### config.mk
export PLATFORM = sky130hd
export DESIGN_NAME = dac_spi_tx
export DESIGN_NICKNAME = d
export VERILOG_FILES = /design/src/rtl/dac_spi_pkg.sv /design/src/rtl/dac_spi_tx_sck_gen.sv /design/src/rtl/dac_spi_tx.sv
export SDC_FILE = /design/constraint.sdc
export NUM_CORES = 1
export LEC_CHECK = 0
export CAP_MARGIN = 15
export CORE_ASPECT_RATIO = 1.5
export CORE_MARGIN = 10
export CORE_UTILIZATION = 53
export CTS_CLUSTER_SIZE = 25
export DETAILED_ROUTE_END_ITERATION = 7
export PLACE_DENSITY = 0.78
export SETUP_SLACK_MARGIN = 0.02
export SYNTH_ARGS = -nofsm -noshare
export SYNTH_HDL_FRONTEND = slang
export SYNTH_SLANG_ARGS = --single-unit
### constraint.sdc
create_clock -name clk_100 -period 2.35 [get_ports clk_100]
set_clock_uncertainty 0.05 [all_clocks]
set_input_delay 0.705 -clock clk_100 [delete_from_list [all_inputs] [get_ports clk_100]]
set_output_delay 0.705 -clock clk_100 [all_outputs]
set_load 0.03 [all_outputs]
### src/rtl/dac_spi_pkg.sv
// Shared definitions for dac_spi_tx: FSM state type, default frame geometry and DAC command codes.
package dac_spi_pkg;

  localparam int unsigned DAC_DATA_W  = 12;
  localparam int unsigned DAC_CMD_W   = 4;
  localparam int unsigned DAC_FRAME_W = DAC_CMD_W + DAC_DATA_W;

  localparam logic [DAC_CMD_W-1:0] CMD_WRITE_UPDATE = 4'h3;
  localparam logic [DAC_CMD_W-1:0] CMD_WRITE_INPUT  = 4'h0;

  typedef enum logic [2:0] {
    ST_IDLE,
    ST_SETUP,
    ST_SHIFT,
    ST_HOLD,
    ST_GAP
  } dac_state_e;

  function automatic int unsigned max3(input int unsigned a, input int unsigned b,
                                       input int unsigned c);
    int unsigned m;
    m = (a > b) ? a : b;
    return (m > c) ? m : c;
  endfunction

endpackage

### src/rtl/dac_spi_tx_sck_gen.sv
// spi_sck_gen: free-running sck phase generator while run is high; sck idles low otherwise.
// rise_c/fall_c flag the cycle before sck goes high/low.
module spi_sck_gen #(
  parameter int unsigned CLK_DIV = 2
) (
  input  logic clk_100,
  input  logic reset,
  input  logic run,
  output logic sck,
  output logic rise_c,
  output logic fall_c
);

  localparam int unsigned DIV_W = (CLK_DIV > 1) ? $clog2(CLK_DIV) : 1;
  localparam logic [DIV_W-1:0] DIV_LAST = DIV_W'(CLK_DIV - 1);

  logic [DIV_W-1:0] div_cnt, div_cnt_nxt;
  logic             sck_nxt;
  logic             phase_end;

  always_ff @(posedge clk_100) begin
    if (reset) begin
      div_cnt <= '0;
      sck     <= 1'b0;
    end else begin
      div_cnt <= div_cnt_nxt;
      sck     <= sck_nxt;
    end
  end

  always_comb begin
    div_cnt_nxt = '0;
    sck_nxt     = 1'b0;
    phase_end   = run && (div_cnt == DIV_LAST);
    rise_c      = phase_end && !sck;
    fall_c      = phase_end && sck;
    if (run) begin
      div_cnt_nxt = phase_end ? '0 : div_cnt + DIV_W'(1);
      sck_nxt     = phase_end ? !sck : sck;
    end
  end

endmodule

### src/rtl/dac_spi_tx.sv
// dac_spi_tx: SPI mode-0 transmitter framing {CMD, sample} MSB-first to a 12-bit serial DAC.
// Define DAC_LDAC_EN to build the ldac_n load strobe pulsed after each frame.
module dac_spi_tx
  import dac_spi_pkg::*;
#(
  parameter int unsigned DATA_W   = DAC_DATA_W,
  parameter int unsigned CMD_W    = DAC_CMD_W,
`ifdef DAC_LDAC_EN
  parameter logic [CMD_W-1:0] CMD = CMD_W'(CMD_WRITE_INPUT),
`else
  parameter logic [CMD_W-1:0] CMD = CMD_W'(CMD_WRITE_UPDATE),
`endif
  parameter int unsigned CLK_DIV  = 2,
  parameter int unsigned CS_SETUP = 2,
  parameter int unsigned CS_HOLD  = 2,
  parameter int unsigned GAP      = 4,
  parameter int unsigned LDAC_W   = 2
) (
  input  logic              clk_100,
  input  logic              reset,
  input  logic              din_valid,
  input  logic [DATA_W-1:0] din_data,
  output logic              din_ready,
  output logic              busy,
  output logic              frame_done,
  output logic              sck,
  output logic              cs_n,
  output logic              sdi,
  output logic              ldac_n
);

  localparam int unsigned FRAME_W = CMD_W + DATA_W;
  localparam int unsigned BIT_W   = $clog2(FRAME_W + 1);
  localparam int unsigned CNT_W   = $clog2(max3(CS_SETUP, CS_HOLD, GAP) + 1);

  localparam logic [BIT_W-1:0] BITS_ALL   = BIT_W'(FRAME_W);
  localparam logic [CNT_W-1:0] SETUP_LAST = CNT_W'(CS_SETUP - 1);
  localparam logic [CNT_W-1:0] HOLD_LAST  = CNT_W'(CS_HOLD - 1);
  // The IDLE accept cycle is the last cs_n-high cycle of the gap.
  localparam logic [CNT_W-1:0] GAP_LAST   = CNT_W'(GAP - 2);

  if (CLK_DIV == 0 || CS_SETUP == 0 || CS_HOLD == 0 || GAP < 2 || GAP < LDAC_W + 1)
  begin : g_cfg_check
    $error("dac_spi_tx: invalid timing parameters");
  end

  dac_state_e         state, state_nxt;
  logic [CNT_W-1:0]   cnt, cnt_nxt;
  logic [BIT_W-1:0]   bits_left, bits_left_nxt;
  logic [FRAME_W-1:0] shreg, shreg_nxt;
  logic               in_frame_nxt;
  logic               accept_c;
  logic               rise_c, fall_c;

  assign accept_c = din_valid && din_ready;

  spi_sck_gen #(
    .CLK_DIV(CLK_DIV)
  ) u_sck_gen (
    .clk_100(clk_100),
    .reset  (reset),
    .run    (state == ST_SHIFT),
    .sck    (sck),
    .rise_c (rise_c),
    .fall_c (fall_c)
  );

  always_ff @(posedge clk_100) begin
    if (reset) begin
      state      <= ST_IDLE;
      cnt        <= '0;
      bits_left  <= '0;
      shreg      <= '0;
      din_ready  <= 1'b0;
      busy       <= 1'b0;
      frame_done <= 1'b0;
      cs_n       <= 1'b1;
      sdi        <= 1'b0;
    end else begin
      state      <= state_nxt;
      cnt        <= cnt_nxt;
      bits_left  <= bits_left_nxt;
      shreg      <= shreg_nxt;
      din_ready  <= (state_nxt == ST_IDLE);
      busy       <= (state_nxt != ST_IDLE);
      frame_done <= (state == ST_HOLD) && (state_nxt == ST_GAP);
      cs_n       <= !in_frame_nxt;
      sdi        <= in_frame_nxt ? shreg_nxt[FRAME_W-1] : 1'b0;
    end
  end

  // Next-state: bits_left counts sck rises still owed; the final fall ends the shift phase.
  always_comb begin
    state_nxt     = state;
    cnt_nxt       = cnt;
    bits_left_nxt = bits_left;
    shreg_nxt     = shreg;
    case (state)
      ST_IDLE: begin
        if (accept_c) begin
          state_nxt     = ST_SETUP;
          cnt_nxt       = '0;
          bits_left_nxt = BITS_ALL;
          shreg_nxt     = {CMD, din_data};
        end
      end
      ST_SETUP: begin
        if (cnt == SETUP_LAST) begin
          state_nxt = ST_SHIFT;
          cnt_nxt   = '0;
        end else begin
          cnt_nxt = cnt + CNT_W'(1);
        end
      end
      ST_SHIFT: begin
        if (rise_c) begin
          bits_left_nxt = bits_left - BIT_W'(1);
        end
        if (fall_c) begin
          if (bits_left == '0) begin
            state_nxt = ST_HOLD;
            cnt_nxt   = '0;
          end else begin
            shreg_nxt = shreg << 1;
          end
        end
      end
      ST_HOLD: begin
        if (cnt == HOLD_LAST) begin
          state_nxt = ST_GAP;
          cnt_nxt   = '0;
        end else begin
          cnt_nxt = cnt + CNT_W'(1);
        end
      end
      ST_GAP: begin
        if (cnt == GAP_LAST) begin
          state_nxt = ST_IDLE;
          cnt_nxt   = '0;
        end else begin
          cnt_nxt = cnt + CNT_W'(1);
        end
      end
      default: state_nxt = ST_IDLE;
    endcase
    in_frame_nxt = (state_nxt == ST_SETUP) || (state_nxt == ST_SHIFT) || (state_nxt == ST_HOLD);
  end

`ifdef DAC_LDAC_EN
  localparam int unsigned LDAC_CNT_W = $clog2(LDAC_W + 1);

  logic [LDAC_CNT_W-1:0] ldac_cnt, ldac_cnt_nxt;

  always_ff @(posedge clk_100) begin
    if (reset) begin
      ldac_cnt <= '0;
      ldac_n   <= 1'b1;
    end else begin
      ldac_cnt <= ldac_cnt_nxt;
      ldac_n   <= (ldac_cnt_nxt == '0);
    end
  end

  // Load pulse starts the cycle after frame_done and runs LDAC_W cycles.
  always_comb begin
    ldac_cnt_nxt = ldac_cnt;
    if (frame_done) begin
      ldac_cnt_nxt = LDAC_CNT_W'(LDAC_W);
    end else if (ldac_cnt != '0) begin
      ldac_cnt_nxt = ldac_cnt - LDAC_CNT_W'(1);
    end
  end
`else
  assign ldac_n = 1'b1;
`endif

endmodule

# [Yosys cells after proc, flatten, opt, wreduce, memory -nomap -nowiden]
# Index checks and enable logic that the tools add are counted.
[totals] wordCells=74 reg_bits=34 out_inout_bits=7
[op_classes] muxes=20 n_addsub=3 bitwise=2 reduce_logical=22 eq_ne=15
[op_table] cell="16-bit two-way mux" count=3
[op_table] cell="3-bit two-way mux" count=11
[op_table] cell="16-bit case mux with 2 select lines" count=1
[op_table] cell="3-bit by 2-bit equality test with 1-bit output (second input constant)" count=5
[op_table] cell="3-bit case mux with 5 select lines" count=1
[op_table] cell="3-bit case mux with 4 select lines" count=1
[op_table] cell="5-bit two-way mux" count=2
[op_table] cell="2-bit inequality test (second input constant)" count=5
[op_table] cell="5-bit case mux with 2 select lines" count=1
[op_table] cell="3-bit by 1-bit equality test with 1-bit output (second input constant)" count=3
[op_table] cell="4-bit AND reduction" count=2
[op_table] cell="3-bit equality test (second input constant)" count=2
[op_table] cell="3-bit zero test" count=2
[op_table] cell="2-bit OR reduction" count=3
[op_table] cell="1-bit logical AND" count=5
[op_table] cell="5-bit zero test" count=1
[op_table] cell="5-bit by 1-bit subtractor with 5-bit output (second input constant)" count=1
[op_table] cell="4-bit nonzero test" count=1
[op_table] cell="3-bit by 1-bit adder with 3-bit output (second input constant)" count=1
[op_table] cell="3-bit AND reduction" count=1
[op_table] cell="3-bit nonzero test" count=1
[op_table] cell="3-bit OR reduction" count=1
[op_table] cell="1-bit zero test" count=2
[op_table] cell="1-bit logical OR" count=2
[op_table] cell="other kinds (3)" count=4

# [Depth between registers and ports, before layout]
# Gate-level depths: netlist of run 1.
[logic_depth] word_depth=10 depth_mapped=8 ltp_nobuf=6

# [Cells and area by module]
# A second synthesis of run 1 with hierarchy kept.
[hier_totals] hier_cells=172 area_unflattened_um2=1519.0
[by_module_without_submodules] mod="dac_spi_tx" n_inst=1 cells_each=163 seq_area_each_um2=640.6 area_each_um2=1441.4
[by_module_without_submodules] mod="spi_sck_gen" n_inst=1 cells_each=9 seq_area_each_um2=40.0 area_each_um2=77.6

# [Least setup slack after synthesis of run 1]
# Ideal clock, no wire load.
[synth_path] path_kind="register to register" start="register bits_left[0]" end="register shreg[10]" arrival_time_ps=1674 t_required_ps=2168 slack_ps=493 stages_incl_launch_ff=9 setup_ps=132 n_path_buf=2 period_less_slack_ps=1857 path_cell_list="dfxtp_1 > inv_1 > ha_1 > or4b_1 > and3_1 > clkbuf_1 > clkbuf_1 > a22oi_1 > a21oi_1"
[synth_via] elab_chain_cells=3
[synth_rtl] element="from (decl)" line_no="dac_spi_tx.sv:49" text="logic [BIT_W-1:0] bits_left, bits_left_nxt;"
[synth_rtl] element="from (signal assigned)" line_no="dac_spi_tx.sv:82" text="bits_left <= bits_left_nxt;"
[synth_rtl] element="5-bit zero test" line_no="dac_spi_tx.sv:120" text="if (bits_left == '0) begin"
[synth_rtl] element="2-bit inequality test (no line)"
[synth_rtl] element="4-bit AND reduction (no line)"
[synth_rtl] element="to (signal assigned)" line_no="dac_spi_tx.sv:83" text="shreg <= shreg_nxt;"
[synth_rtl] element="to (decl)" line_no="dac_spi_tx.sv:50" text="logic [FRAME_W-1:0] shreg, shreg_nxt;"
# No other way between the ends.
# A chain may end at the register's enable or synchronous reset.

# [Worst setup path in the final report of run 1]
[layout_path] start="register u_sck_gen.sck" end="output port sck"
[layout_rtl] element="from (decl)" line_no="dac_spi_tx_sck_gen.sv:9" text="output logic sck,"
[layout_rtl] element="from (signal assigned)" line_no="dac_spi_tx_sck_gen.sv:27" text="sck <= sck_nxt;"
[layout_rtl] element="to (decl)" line_no="dac_spi_tx.sv:26" text="output logic sck,"
# No word-level cell between the ends.

==> report_table.html, run 1 <==
<table>
<tr><th>Metric</th><th>Value</th></tr>
<tr><th colspan="2">Synthesis</th></tr>
<tr><td>Cell count after synthesis</td><td>177</td></tr>
<tr><td>Register area share after synthesis</td><td>roughly 44%</td></tr>
<tr><td>Synthesized area per cell</td><td>between 8 and 9 um^2</td></tr>
<tr><td>Yosys warns</td><td>0</td></tr>
<tr><td>Post-synthesis register bit count</td><td>34</td></tr>
<tr><td>Cell area after technology mapping</td><td>around 1500 um^2</td></tr>
<tr><td>Share of the synthesized area in the top cell type</td><td>~44%</td></tr>
<tr><td>Post-synth top flop</td><td>dfxtp_1</td></tr>
<tr><td>Most common cell in the synthesized netlist</td><td>dfxtp_1</td></tr>
<tr><td>Cell taking the most area after synthesis</td><td>dfxtp_1</td></tr>
<tr><td>Distinct cell type count of the synthesized netlist</td><td>41</td></tr>
<tr><td>Count of flip-flops with a built-in enable after synthesis</td><td>0</td></tr>
<tr><td>Net count after synthesis</td><td>194</td></tr>
<tr><td>Top cells by area in the synthesized netlist</td><td>dfxtp_1 (44%), a21oi_1 (8.2%), o21ai_0 (7.8%)</td></tr>
<tr><td>Async SR Flop Fraction</td><td>0%</td></tr>
<tr><td>Most numerous cell types in the synthesized netlist</td><td>dfxtp_1 (34), a21oi_1 (25), o21ai_0 (24)</td></tr>
<tr><th colspan="2">Critical path</th></tr>
<tr><td>Critical path type</td><td>reg2out</td></tr>
<tr><td>Worst-path maximum fanout</td><td>4</td></tr>
<tr><td>Data required time at the worst endpoint</td><td>1.59 ns</td></tr>
<tr><td>Sum of buffers and inverters on the critical path</td><td>1</td></tr>
<tr><td>Arrival time of data at the critical path endpoint</td><td>roughly 1.4 ns</td></tr>
<tr><td>Critical Path Start Type</td><td>flip-flop</td></tr>
<tr><td>Master of the slowest instance on the critical path</td><td>clkdlybuf4s50_1</td></tr>
<tr><td>Delay contributed by the slowest stage of the critical path</td><td>just over 0.7 ns</td></tr>
<tr><td>Delay-heaviest family, CP</td><td>buffers and inverters</td></tr>
<tr><td>Critical Path End Type</td><td>output pin</td></tr>
<tr><td>Sequence of cells on the critical path</td><td>clkdlybuf4s50_1</td></tr>
<tr><th colspan="2">Timing</th></tr>
<tr><td>Slew of the pin with the lowest slew margin</td><td>between 0.5 and 0.6 ns</td></tr>
<tr><td>Setup Total Neg Slack</td><td>0 ns</td></tr>
<tr><td>RSZ-0062 raised after global routing</td><td>no</td></tr>
<tr><td>Final period util</td><td>around nine tenths</td></tr>
<tr><td># setup viols final</td><td>0</td></tr>
<tr><td>Hold slack final</td><td>0.403 ns</td></tr>
<tr><td>Achievable Freq</td><td>about 470 MHz</td></tr>
<tr><td>Max Transition Viols Final</td><td>0</td></tr>
<tr><td>Tightest slew margin relative to the limit</td><td>~63%</td></tr>
<tr><td>Final Hold Violating Endpoints</td><td>0</td></tr>
<tr><td>Post-route minimum period</td><td>roughly 2.1 ns</td></tr>
<tr><th colspan="2">Outcome</th></tr>
<tr><td>Outcome</td><td>finished, final reports clean</td></tr>
<tr><th colspan="2">Die</th></tr>
<tr><td>Vertical extent of the die</td><td>85.8 um</td></tr>
<tr><td>Core region area</td><td>roughly 2700 um^2</td></tr>
<tr><td>I/O pin count</td><td>22</td></tr>
<tr><td>Die Footprint</td><td>around 5500 um^2</td></tr>
<tr><td>Floorplan row count</td><td>23</td></tr>
<tr><td>Initial Utilization</td><td>~56%</td></tr>
<tr><td>Die outline width</td><td>63.9 um</td></tr>
<tr><th colspan="2">Routing</th></tr>
<tr><td>Iter 0 DRT Violations</td><td>66</td></tr>
<tr><td>DRC violation count after routing</td><td>0</td></tr>
<tr><td>Via count</td><td>approximately 1300</td></tr>
<tr><td>First-pass detailed-route iteration total</td><td>4</td></tr>
<tr><td>Routed Antenna Nets</td><td>0</td></tr>
<tr><td>Vias per Instance</td><td>between 5 and 6</td></tr>
<tr><td>Total Wirelength</td><td>roughly 3.5 mm</td></tr>
<tr><td>Final routed wire length divided by cell count</td><td>about 15 um</td></tr>
<tr><th colspan="2">Place</th></tr>
<tr><td>Total cell area at the placement stage</td><td>around 1800 um^2</td></tr>
<tr><td>Final weighted congestion in routability-driven placement</td><td>between 0.8 and 0.9</td></tr>
<tr><td>Port Buffers</td><td>20</td></tr>
<tr><td>Half-perimeter wire length after detailed placement</td><td>between 2 and 3 mm</td></tr>
<tr><th colspan="2">GRT</th></tr>
<tr><td>Antenna violations before repair</td><td>0</td></tr>
<tr><td>Largest net degree at the start of global routing</td><td>17</td></tr>
<tr><td>Global-route usage over all layers</td><td>13.4%</td></tr>
<tr><td>Global-route wire length before repair</td><td>about 6.0 mm</td></tr>
<tr><td>Global route total overflow</td><td>0</td></tr>
<tr><td>Number of global-route vias before repair</td><td>between 1000 and 1500</td></tr>
<tr><th colspan="2">Finish</th></tr>
<tr><td>Count of fill cells added during filler insertion</td><td>229</td></tr>
<tr><td>Synthesis-to-finish area growth</td><td>22.2%</td></tr>
<tr><td>Antenna cell count</td><td>0</td></tr>
<tr><td>Fin area</td><td>1870 um^2</td></tr>
<tr><td>Layout cell share with drive strength beyond 1</td><td>11.2%</td></tr>
<tr><td>Nets</td><td>between 200 and 250</td></tr>
<tr><th colspan="2">Clocking</th></tr>
<tr><td>Post-CTS resize count</td><td>0</td></tr>
<tr><td>Clock tree from TritonCTS</td><td>done</td></tr>
<tr><td>Cell at the root of the clock tree</td><td>clkbuf_8</td></tr>
<tr><td>Largest buffer count on any clock path</td><td>2</td></tr>
<tr><td>Clk pin slew, worst setup/hold paths</td><td>around 0.07 ns</td></tr>
<tr><td>H-Tree Depth</td><td>2</td></tr>
<tr><td>Hold buffer count at CTS</td><td>0</td></tr>
<tr><td>Total clock buffers created by CTS</td><td>5</td></tr>
<tr><td>Skew-Pair Late Insertion Delay</td><td>between 0.2 and 0.3 ns</td></tr>
<tr><td>Buffer count from post-CTS setup fixing</td><td>0</td></tr>
<tr><td>Clock Sinks</td><td>34</td></tr>
<tr><th colspan="2">Pwr</th></tr>
<tr><td>Max IR drop VDD</td><td>between 0.5 and 0.6 mV</td></tr>
<tr><td>Cell area power density</td><td>about 740 nW/um^2</td></tr>
<tr><td>Leakage</td><td>0.653 nW</td></tr>
<tr><th colspan="2">Run</th></tr>
<tr><td>Reported max-cap violation count</td><td>0</td></tr>
<tr><th colspan="2">Worst hold path</th></tr>
<tr><td>Class of the worst hold path</td><td>reg2reg</td></tr>
</table>
==> area by class of cell <==
class / instances / area, um^2 / share of cell area [%]
Clock buffer: 6 / 82.6 / 4.42
Clock inverter: 1 / 30.0 / 1.61
Inverter: 6 / 22.5 / 1.20
Multi-Input combinational cell: 123 / 762 / 40.8
Sequential cell: 34 / 681 / 36.4
Tap cell: 37 / 46.3 / 2.48
Timing Repair Buffer: 26 / 245 / 13.1
==> where the power goes <==
part	switching (W)	leakage (nW)	internal, W
Combinational	0.000110	0.319	0.0000958
Sequential	0.0000261	0.277	0.000611
Clock	0.000203	0.0573	0.000339
Total	0.000339	0.653	0.00105
==> worst register-to-register path: cells and delay by family (launching register included) <==
kind                       cells  cell delay, ns
and+or+nand+nor                2            0.84
AOI/OAI and AO/OA              2            0.32
adders and majority gates      1            0.18
DFF                            1            0.31
buffers and inverters          1            0.10
==> state kept, by name (all words and copies together), names as in the netlist <==
| signal | cells |
|---|---|
| shreg | 16 |
| sdi | 1 |
| state | 3 |
| u_sck_gen.div_cnt | 1 |
| cs_n | 1 |
| bits_left | 5 |
| frame_done | 1 |
| cnt | 3 |
| din_ready | 1 |
| busy | 1 |
| u_sck_gen.sck | 1 |
==> layer usage <==
metal	vias to the layer above	routed length, um	track usage [%]
li1	680	-	-
met1	634	1460	13.1
met2	29	1870	24.3
met3	6	136	4.17
met4	0	65	6.99
met5	-	0	0
==> kinds of logic (layout without fill, tap and decap cells) <==
| group | Yosys count | count (layout) | synth area share (%) |
|---|---|---|---|
| adders and majority gates | 2 | 2 | 1.64 |
| and+or+nand+nor | 44 | 44 | 17.0 |
| other | 1 | 1 | 0.245 |
| buffers and inverters | 20 | 39 | 5.72 |
| xor gates and xnor gates | 2 | 2 | 1.14 |
| DFF | 34 | 34 | 44.5 |
| muxes | 1 | 1 | 0.654 |
| AOI/OAI and AO/OA | 73 | 73 | 29.1 |
==> path summary, 6_finish.rpt <==
path                  from        end  slack (ns)  depth (start not counted)
min reg2reg      shreg[13]  shreg[14]        0.40                          2
min              shreg[13]  shreg[14]        0.40                          2
max reg2reg   bits_left[0]   shreg[5]        0.43                          6
max          u_sck_gen.sck        sck        0.20                          1
==> cells in the final DEF, fill, tap and decap left out, types with 3 or more instances in the layout <==
| cell | count |
|---|---|
| dfxtp_1 | 34 |
| a21oi_1 | 25 |
| o21ai_0 | 24 |
| clkdlybuf4s50_1 | 20 |
| a22oi_1 | 10 |
| nor2_1 | 8 |
| nand2_1 | 7 |
| inv_1 | 6 |
| or3_1 | 6 |
| clkbuf_8 | 6 |
| buf_4 | 6 |
| nor3_1 | 3 |
| nand3_1 | 3 |
| a31oi_1 | 3 |
==> metrics by stage <==
step	util (%)	instances	setup WS (ns)	total power, W
after floorplan	-	177	0.493	0.000781
after global placement	64.3	226	0.0431	0.000845
after detailed placement	64.3	226	-0.00141	0.000852
after CTS	68.4	233	0.187	0.00139
after global routing	68.4	233	0.183	0.00145
final	68.4	233	0.202	0.00138
Power figures use the tool's default switching activity.
==> run 2, diff against run 1 <==
- CORE_UTILIZATION: 53 -> 30
- PLACE_DENSITY: 0.78 -> not set
- clock period: 2.35 -> 2.53 ns (I/O delays scaled with it)
==> run 2 against run 1 <==
Core utilization down 29 points. Critical path depth unchanged. Highest routed layer unchanged. Critical endpoint unchanged. Die area up 54%. Largest cell class unchanged. Power down 8.1%. Sequential share of layout area down 0.72 points. Sequential cell count unchanged. Setup slack better by 0.13 ns. Worst hold slack better by 0.0080 ns. Global-route usage down 4.7 points. Sequential power down 7.2%.
==> report_table.html, run 2 (synthesis gave the netlist of run 1 again) <==
<table>
<tr><th>Metric</th><th>Value</th></tr>
<tr><th colspan="2">Routing</th></tr>
<tr><td>First-pass detailed-route iteration total</td><td>4 (unchanged)</td></tr>
<tr><td>Top layer in use</td><td>met4</td></tr>
<tr><td>Vias per Instance</td><td>5.08 (-12%)</td></tr>
<tr><td>Total Wirelength</td><td>3.64 mm (+3.1%)</td></tr>
<tr><td>Length of routed met3 wiring</td><td>128 um (-5.9%)</td></tr>
<tr><td>WL met1</td><td>1.61 mm (+10%)</td></tr>
<tr><td>Final routed wire length divided by cell count</td><td>13.8 um (-9.0%)</td></tr>
<tr><td>Iter 0 DRT Violations</td><td>16 (-76%)</td></tr>
<tr><td>Met2 wirelength from detailed routing</td><td>1.85 mm (-1.2%)</td></tr>
<tr><td>Via count</td><td>1341 (-0.59%)</td></tr>
<tr><td>DRC violation count after routing</td><td>0 (unchanged)</td></tr>
<tr><td>Routed Antenna Nets</td><td>0 (unchanged)</td></tr>
<tr><th colspan="2">GRT</th></tr>
<tr><td>Largest net degree at the start of global routing</td><td>17 (unchanged)</td></tr>
<tr><td>Global route total overflow</td><td>0 (unchanged)</td></tr>
<tr><td>Antenna violations before repair</td><td>0 (unchanged)</td></tr>
<tr><td>Global-route wire length before repair</td><td>6.09 mm (+2.0%)</td></tr>
<tr><td>Global-route usage over all layers</td><td>8.70% (-4.7 points)</td></tr>
<tr><td>Number of global-route vias before repair</td><td>1328 (-2.3%)</td></tr>
<tr><th colspan="2">Timing</th></tr>
<tr><td>Tightest slew margin relative to the limit</td><td>63.5% (+0.69 points)</td></tr>
<tr><td>Final period util</td><td>87.0%</td></tr>
<tr><td>Setup Total Neg Slack</td><td>0 ns (unchanged)</td></tr>
<tr><td>Final Hold Violating Endpoints</td><td>0 (unchanged)</td></tr>
<tr><td>Hold slack final</td><td>0.411 ns (+0.00798 ns)</td></tr>
<tr><td>Achievable Freq</td><td>roughly 450 MHz</td></tr>
<tr><td>Max Transition Viols Final</td><td>0 (unchanged)</td></tr>
<tr><td>Post-route minimum period</td><td>~2.2 ns</td></tr>
<tr><td># setup viols final</td><td>0 (unchanged)</td></tr>
<tr><td>Slew of the pin with the lowest slew margin</td><td>0.548 ns (-0.00262 ns)</td></tr>
<tr><td>RSZ-0062 raised after global routing</td><td>no</td></tr>
<tr><th colspan="2">Finish</th></tr>
<tr><td>Non-filler cells in the finished layout</td><td>264 (+13%)</td></tr>
<tr><td>Register containing the most flip-flops in the final layout</td><td>shreg</td></tr>
<tr><td>Multi-input combinational cell area</td><td>762 um^2 (unchanged)</td></tr>
<tr><td>Count of fill cells added during filler insertion</td><td>523 (+130%)</td></tr>
<tr><td>Leading registers by flop count</td><td>shreg x16, bits_left x5</td></tr>
<tr><td>Top library cells by usage in the layout, fill and taps aside</td><td>dfxtp_1 (34), a21oi_1 (25), o21ai_0 (24)</td></tr>
<tr><td>Combined flip-flop and latch cell area</td><td>681 um^2 (unchanged)</td></tr>
<tr><td>End-of-flow core utilization</td><td>39.0% (-29 points)</td></tr>
<tr><td>Flip-flop count of the largest register after layout</td><td>16 (unchanged)</td></tr>
<tr><td>Synthesis-to-finish area growth</td><td>24.6%</td></tr>
<tr><td>Nets</td><td>214 (+0.47%)</td></tr>
<tr><td>Most common cell after layout, fill and taps aside</td><td>dfxtp_1</td></tr>
<tr><td>Antenna cell count</td><td>0 (unchanged)</td></tr>
<tr><td>Layout cell share with drive strength beyond 1</td><td>11.1% (-0.11 points)</td></tr>
<tr><th colspan="2">Pwr</th></tr>
<tr><td>Cell area power density</td><td>667 nW/um^2 (-9.9%)</td></tr>
<tr><td>Sum of internal, switching and leakage power</td><td>0.00127 W (-8.1%)</td></tr>
<tr><td>Logic gate share of total power</td><td>15.1% (+0.2 points)</td></tr>
<tr><td>Leakage</td><td>0.653 nW (about the same)</td></tr>
<tr><td>Switching power of the nets</td><td>0.000320 W (-5.5%)</td></tr>
<tr><td>Clock network power share</td><td>38.5% (-0.6 points)</td></tr>
<tr><td>Max IR drop VDD</td><td>0.442 mV (-17%)</td></tr>
<tr><td>Internal power</td><td>0.000952 W (-9.0%)</td></tr>
<tr><td>Net switching fraction of the power</td><td>25.2% (+0.69 points)</td></tr>
<tr><td>Portion of total power attributed to sequential cells</td><td>46.4% (+0.4 points)</td></tr>
<tr><th colspan="2">Worst hold path</th></tr>
<tr><td>Class of the worst hold path</td><td>reg2reg</td></tr>
<tr><td>Beginning of the worst hold path</td><td>shreg[13]</td></tr>
<tr><th colspan="2">Critical path</th></tr>
<tr><td>Critical path type</td><td>reg2out</td></tr>
<tr><td>Reg2Reg Launch Point</td><td>bits_left[0]</td></tr>
<tr><td>Sum of buffers and inverters on the critical path</td><td>1 (unchanged)</td></tr>
<tr><td>Data required time at the worst endpoint</td><td>1.72 ns (+0.13 ns)</td></tr>
<tr><td>Delay contributed by the slowest stage of the critical path</td><td>0.71 ns (about the same)</td></tr>
<tr><td>Critical Path Start Type</td><td>flip-flop</td></tr>
<tr><td>Master of the slowest instance on the critical path</td><td>clkdlybuf4s50_1</td></tr>
<tr><td>Delay-heaviest family, CP</td><td>buffers and inverters</td></tr>
<tr><td>Sequence of cells on the critical path</td><td>clkdlybuf4s50_1</td></tr>
<tr><td>Critical Path End Type</td><td>output pin</td></tr>
<tr><td>Worst-path maximum fanout</td><td>4 (unchanged)</td></tr>
<tr><td>Arrival time of data at the critical path endpoint</td><td>1.39 ns (about the same)</td></tr>
<tr><td>Source of the critical timing path</td><td>u_sck_gen.sck</td></tr>
<tr><th colspan="2">Die</th></tr>
<tr><td>Vertical extent of the die</td><td>107 um (+25%)</td></tr>
<tr><td>Die outline width</td><td>78.3 um (+23%)</td></tr>
<tr><td>Core region area</td><td>4890 um^2 (+79%)</td></tr>
<tr><td>Floorplan row count</td><td>31 (+35%)</td></tr>
<tr><td>I/O pin count</td><td>22 (unchanged)</td></tr>
<tr><td>Initial Utilization</td><td>31.3% (-25 points)</td></tr>
<tr><td>Die Footprint</td><td>8420 um^2 (+54%)</td></tr>
<tr><th colspan="2">Clocking</th></tr>
<tr><td>Total clock buffers created by CTS</td><td>5 (unchanged)</td></tr>
<tr><td>Buffer count from post-CTS setup fixing</td><td>0 (unchanged)</td></tr>
<tr><td>Hold buffer count at CTS</td><td>0 (unchanged)</td></tr>
<tr><td>Skew-Pair Late Insertion Delay</td><td>0.28 ns (about the same)</td></tr>
<tr><td>Clock Sinks</td><td>34 (unchanged)</td></tr>
<tr><td>Cell at the root of the clock tree</td><td>clkbuf_8</td></tr>
<tr><td>Post-CTS resize count</td><td>0 (unchanged)</td></tr>
<tr><td>Largest buffer count on any clock path</td><td>2 (unchanged)</td></tr>
<tr><td>Clk pin slew, worst setup/hold paths</td><td>0.07 ns (about the same)</td></tr>
<tr><td>Clock tree from TritonCTS</td><td>done</td></tr>
<tr><td>H-Tree Depth</td><td>2 (unchanged)</td></tr>
<tr><th colspan="2">Run</th></tr>
<tr><td>Reported max-cap violation count</td><td>0 (unchanged)</td></tr>
<tr><th colspan="2">Place</th></tr>
<tr><td>Port Buffers</td><td>20 (unchanged)</td></tr>
<tr><td>Instance count after placement with tap cells included</td><td>256 (+13%)</td></tr>
<tr><td>Half-perimeter wire length after detailed placement</td><td>2.65 mm (+4.7%)</td></tr>
<tr><td>Final weighted congestion in routability-driven placement</td><td>0.772 (-9.0%)</td></tr>
<tr><th colspan="2">Outcome</th></tr>
<tr><td>Outcome</td><td>finished, final reports clean</td></tr>
</table>
==> run 2: area by class of cell <==
cell class / instances / area share (%)
multi-input cells: 123 / 40.0
flip-flops and latches: 34 / 35.7
repair buffers: 27 / 13.3
well taps: 66 / 4.33
clock buffers: 7 / 4.00
clock inverters: 1 / 1.57
inverters: 6 / 1.18
==> run 2: final timing paths <==
path | to | slack [ns] | cells past startpoint
min | shreg[14] | 0.41 | 2
min reg2reg | shreg[14] | 0.41 | 2
max | sck | 0.33 | 1
max reg2reg | shreg[8] | 0.61 | 6
==> run 2: through the flow <==
stage / instance area [um^2] / setup slack [ns]
2_1_floorplan: 1530 / 0.673
3_3_place_gp: 1800 / 0.191
3_5_place_dp: 1800 / 0.145
4_1_cts: 1910 / 0.306
5_1_grt: 1910 / 0.282
6_report: 1910 / 0.328
==> run 2: layer usage <==
metal  GRT usage [%]  vias to the layer above
met1            9.21                      637
li1                -                      679
met4            3.47                        0
met3            2.42                        6
met2            15.7                       19
met5               0                        -
==> run 2: worst min-delay path, delay by kind of cell (launching register included) <==
family / cells / cell delay (ns)
flip-flops: 1 / 0.31
AO/OA/AOI/OAI: 1 / 0.05
AND/OR/NAND/NOR: 1 / 0.06
==> run 2: power by group through the flow <==
stage / sequential [W] / combinational [W] / clock (W)
final: 0.000591 / 0.000192 / 0.000490
after global routing: 0.000594 / 0.000214 / 0.000520
after CTS: 0.000590 / 0.000193 / 0.000504
after detailed placement: 0.000602 / 0.000192 / 0
after global placement: 0.000603 / 0.000190 / 0
after floorplan: 0.000603 / 0.000122 / 0
==> run 3, diff against run 2 <==
- CAP_MARGIN: 15 -> 25
==> results of run 3 <==
The final DEF is identical to that of run 2; final timing and power are the same.
